$ cat src/rtl/sram_fifo_param.sv
`default_nettype none
// ============================================================================
// Module      : sram_fifo_param
// Description : Parametrised single-clock FIFO on a register-array SRAM.
//               Supports any depth from 2 to 2**addr_width words. Provides an
//               occupancy count, almost-full/almost-empty thresholds, sticky
//               overflow/underflow flags, a synchronous flush and a registered
//               read-data strobe.
// Ports       : clk, rst_n (async, active low), clear (sync flush)
//               write/data_in      - producer side
//               read/data_out/ready - consumer side (1-cycle read latency)
//               full, empty, almost_full, almost_empty, count - status
//               overflow, underflow - sticky error flags
// Revision    : 1.0 - initial release
// ============================================================================
module sram_fifo_param #(
  parameter int BITS       = 12,
  parameter int word_depth = 8,
  parameter int addr_width = 3,
  parameter int AF_LEVEL   = word_depth - 2,
  parameter int AE_LEVEL   = 2
) (
  input  logic                  clk,
  input  logic                  rst_n,
  input  logic                  clear,
  input  logic                  write,
  input  logic [BITS-1:0]       data_in,
  input  logic                  read,
  output logic [BITS-1:0]       data_out,
  output logic                  ready,
  output logic                  full,
  output logic                  empty,
  output logic                  almost_full,
  output logic                  almost_empty,
  output logic [addr_width:0]   count,
  output logic                  overflow,
  output logic                  underflow
);

  localparam logic [addr_width-1:0] c_last_addr = addr_width'(word_depth - 1);
  localparam logic [addr_width:0]   c_depth     = (addr_width + 1)'(word_depth);
  localparam logic [addr_width:0]   c_af_level  = (addr_width + 1)'(AF_LEVEL);
  localparam logic [addr_width:0]   c_ae_level  = (addr_width + 1)'(AE_LEVEL);

  logic [BITS-1:0]       r_mem [word_depth];
  logic [addr_width-1:0] r_wr_ptr;
  logic [addr_width-1:0] r_rd_ptr;
  logic [addr_width:0]   r_count;
  logic [BITS-1:0]       r_data_out;
  logic                  r_ready;
  logic                  r_full;
  logic                  r_empty;
  logic                  r_almost_full;
  logic                  r_almost_empty;
  logic                  r_overflow;
  logic                  r_underflow;

  logic                  w_rd_ok;
  logic                  w_wr_ok;
  logic [addr_width:0]   w_count_nxt;

  // Pointers wrap at the configured depth rather than at the binary limit,
  // so non-power-of-two depths use exactly word_depth storage words.
  function automatic logic [addr_width-1:0] f_ptr_inc(input logic [addr_width-1:0] ptr);
    return (ptr == c_last_addr) ? '0 : ptr + 1'b1;
  endfunction

  // A write into a full FIFO is still accepted when a read frees a slot in
  // the same cycle; a read of an empty FIFO never falls through to the write.
  assign w_rd_ok = read && !r_empty;
  assign w_wr_ok = write && (!r_full || w_rd_ok);

  always_comb begin
    w_count_nxt = r_count;
    if (clear) begin
      w_count_nxt = '0;
    end else if (w_wr_ok && !w_rd_ok) begin
      w_count_nxt = r_count + 1'b1;
    end else if (w_rd_ok && !w_wr_ok) begin
      w_count_nxt = r_count - 1'b1;
    end
  end

  // Storage is deliberately left out of reset and flush.
  always_ff @(posedge clk) begin
    if (!clear && w_wr_ok) begin
      r_mem[r_wr_ptr] <= data_in;
    end
  end

  always_ff @(posedge clk or negedge rst_n) begin
    if (!rst_n) begin
      r_wr_ptr    <= '0;
      r_rd_ptr    <= '0;
      r_data_out  <= '0;
      r_ready     <= 1'b0;
      r_overflow  <= 1'b0;
      r_underflow <= 1'b0;
    end else if (clear) begin
      r_wr_ptr    <= '0;
      r_rd_ptr    <= '0;
      r_data_out  <= '0;
      r_ready     <= 1'b0;
      r_overflow  <= 1'b0;
      r_underflow <= 1'b0;
    end else begin
      r_ready <= w_rd_ok;
      if (w_wr_ok) begin
        r_wr_ptr <= f_ptr_inc(r_wr_ptr);
      end
      if (w_rd_ok) begin
        r_rd_ptr   <= f_ptr_inc(r_rd_ptr);
        r_data_out <= r_mem[r_rd_ptr];
      end
      if (write && !w_wr_ok) begin
        r_overflow <= 1'b1;
      end
      if (read && !w_rd_ok) begin
        r_underflow <= 1'b1;
      end
    end
  end

  // Count and every status flag are registered from the same next-state
  // count, so they can never disagree with each other in any cycle.
  always_ff @(posedge clk or negedge rst_n) begin
    if (!rst_n) begin
      r_count        <= '0;
      r_full         <= 1'b0;
      r_empty        <= 1'b1;
      r_almost_full  <= 1'b0;
      r_almost_empty <= 1'b1;
    end else begin
      r_count        <= w_count_nxt;
      r_full         <= (w_count_nxt == c_depth);
      r_empty        <= (w_count_nxt == '0);
      r_almost_full  <= (w_count_nxt >= c_af_level);
      r_almost_empty <= (w_count_nxt <= c_ae_level);
    end
  end

  assign data_out     = r_data_out;
  assign ready        = r_ready;
  assign full         = r_full;
  assign empty        = r_empty;
  assign almost_full  = r_almost_full;
  assign almost_empty = r_almost_empty;
  assign count        = r_count;
  assign overflow     = r_overflow;
  assign underflow    = r_underflow;

endmodule
`default_nettype wire
$ cat config.mk
export PLATFORM = sky130hd
export DESIGN_NAME = sram_fifo_param
export DESIGN_NICKNAME = d
export VERILOG_FILES = /design/src/rtl/sram_fifo_param.sv
export SDC_FILE = /design/constraint.sdc
export NUM_CORES = 1
export LEC_CHECK = 0
export CORE_ASPECT_RATIO = 1.1
export CORE_MARGIN = 1.5
export CORE_UTILIZATION = 55
export DETAILED_ROUTE_END_ITERATION = 6
export PLACE_DENSITY = 0.76
export SYNTH_ARGS = -nofsm -noshare
export SYNTH_HDL_FRONTEND = slang
export SYNTH_SLANG_ARGS = --single-unit
export TNS_END_PERCENT = 5
$ cat constraint.sdc
create_clock -name clk -period 3 [get_ports clk]
set_clock_uncertainty 0.1 [all_clocks]
set_input_delay 0.6 -clock clk [delete_from_list [all_inputs] [get_ports clk]]
set_output_delay 0.6 -clock clk [all_outputs]
set_load 0.05 [all_outputs]
==> out/qor.txt <==
Critical-path cell list - clkdlybuf4s50_1
Clock Latency Late Sink - 510 ps
Post-synthesis sequential area ratio - 71.1%
Gp weighted congestion - 0.764
DPL Wire Length - 5980 um
Final instance area - 6130 sq um
DR WL/cell - 20.3 um
Hold_ws - 378 ps
TritonCTS clock tree - yes
Fin nets - 354
Final min period - 2620 ps
Clock Tree Buf Depth - 2
IO buf count - 39
Vias per Instance - 5.76
Pwr/cell area - 775 nW/um^2
Worst setup SP type - flip-flop
Commonest non-fill, non-tap cell in the layout - edfxtp_1
Prevailing post-synth register cell - edfxtp_1
Layout cells sized above 1 - 26.2%
Critical path arrival - 1920 ps
Post-DP Area - 5620 sq um
Initial antenna violation count - 0
Total GRT Usage - 21.5%
Post-Syn Area - 5080 sq um
Crit Path Max Fanout - 6
Crit path buf inv count - 1
Slew Limit Headroom - 49.0%
Final setup margin - 384 ps
MaxCap Viol Count - 0
Initial DRC count - 138
Async set-reset flop share out of synthesis - 23.2%
Synthesized instance count - 274
Die Ht - 104 um
Worst path top cell family by delay - buffers and inverters
Clock transition at path regs - 60 ps
Hold-fix buffers, CTS - 0
#FFs+latches synth - 125
CP max stage cell - clkdlybuf4s50_1
Pleak - 2.13 nW
PostCTS Resize Cnt - 0
Fin util - 68.8%
CP peak stage delay - 820 ps
Buffer count from post-CTS setup fixing - 0
Vias in the first global route - 2,710
Setup TNS - 0 ps
Max Freq - 382 MHz
Worst slew pin tran - 764 ps
Post-synth EDFFs - 96
HP Class - in2async
Core area - 8920 sq um
Largest net degree at the start of global routing - 30
Worst Path Required - 2300 ps
Diodes inserted - 0
CTS Buf Count - 17
Post-route clock period utilization - 87.2%
Number of distinct library cells after synthesis - 42
Max Transition Viols Final - 0
Routed Antenna Nets - 0
Clock Sinks - 125
Post-Layout Cell Count - 457
Crit. End Element - primary output
Crit Path Class - reg2out
Final wirelength - 9270 um
Die area - 9820 sq um
RSZ-0062 raised after global routing - no
Synth warn - 0
Design Power - 4.75 mW
Dpl cells - 426
Global-route wire length before repair - 15,000 um
Routed vias - 2,633
R2R cell count - 7
P&R area growth vs syn - 20.8%
Initial Util - 56.9%
# rows - 36
Die X - 94.6 um
Mean Syn Cell Area - 18.5 sq um
Peak VDD IR - 449 uV
# DRC - 0
Commonest cells after routing, fill and taps aside - 96 x edfxtp_1, 39 x clkdlybuf4s50_1, 28 x nor2_1
Critical Path Stages - 1
Syn Nets - 297
CTS H-tree lvls - 4
Hold Vio Cnt, Final - 0
Status - completed
Root Driver - clkbuf_8
Grt ovf - 0
Pre-CTS setup slack - 259 ps
Pre-Repair DR Iteration Count - 4
Final setup vio count - 0
Io pins - 40
[final cells by class]
cell class	instances	area [sq um]
flip-flops and latches	125	3610
fillers	587	2790
clock inverters	14	97.6
multi-input cells	130	1350
inverters	3	11.3
repair buffers	54	503
clock buffers	17	414
well taps	114	143
[sequential cells by signal, indices dropped and copies added (netlist names), 3 cells and up]
register,count
count,4
r_wr_ptr,3
r_rd_ptr,3
data_out,12
r_mem,96
[synth_stat cells (all sizes together), types with 2 or more instances]
master  count  share of area (%)
a211oi     14                2.2
a21oi       6               0.67
buf        11                1.7
clkbuf      5               0.37
dfrtp      27                 13
dfstp       2                1.0
edfxtp     96                 57
ha          6                1.5
inv         3               0.22
mux2i      15                3.0
mux4       24                 11
nand2       6               0.44
nand2b      4               0.64
nand3       2               0.44
nor2       30                2.3
nor2b       2               0.30
nor3        7                1.1
nor3b       2               0.39
o21ai       2               0.27
[per-layer routing]
| metal | up-vias | global-route usage, % | wire, um |
|---|---|---|---|
| met5 | - | 0 | 0 |
| met4 | 0 | 8.53 | 146 |
| met3 | 13 | 6.98 | 449 |
| met2 | 79 | 32.4 | 4610 |
| met1 | 1350 | 29.0 | 4060 |
| li1 | 1191 | - | - |
[cells by family (layout without fill, tap and decap cells)]
logic type / count (synthesis) / after routing / synth area share, %
flip-flops: 125 / 125 / 71.1
AND/OR/NAND/NOR: 55 / 55 / 6.11
multiplexers: 40 / 40 / 13.9
AO/OA/AOI/OAI: 27 / 27 / 4.58
buffers and inverters: 19 / 88 / 2.29
adder cells (fa/ha/maj): 6 / 6 / 1.48
XOR/XNOR: 2 / 2 / 0.493
[power breakdown]
part           total [mW]  internal [mW]  switching [mW]
sequential           2.05           1.98          0.0731
combinational       0.987          0.388           0.599
clock                1.72           1.00           0.712
total                4.75           3.37            1.38
[worst register-to-register path: stages, from the launching register on]
cell and delay (ps):
dfrtp_1 480, inv_1 80, ha_1 350, nor3b_1 250, a211oi_1 110, a311oi_4 360, o21bai_4 200, nor3b_2 60
[final timing paths]
path / slack, ps / end / start
setup / recovery: 380 / empty / empty
hold / removal: 380 / data_out[5] / rst_n
setup reg to reg: 900 / full / count[0]
hold reg to reg: 400 / overflow / overflow
max in group asynchronous: 2110 / empty / rst_n
min in group clk: 400 / overflow / overflow
Power figures use the tool's default switching activity.
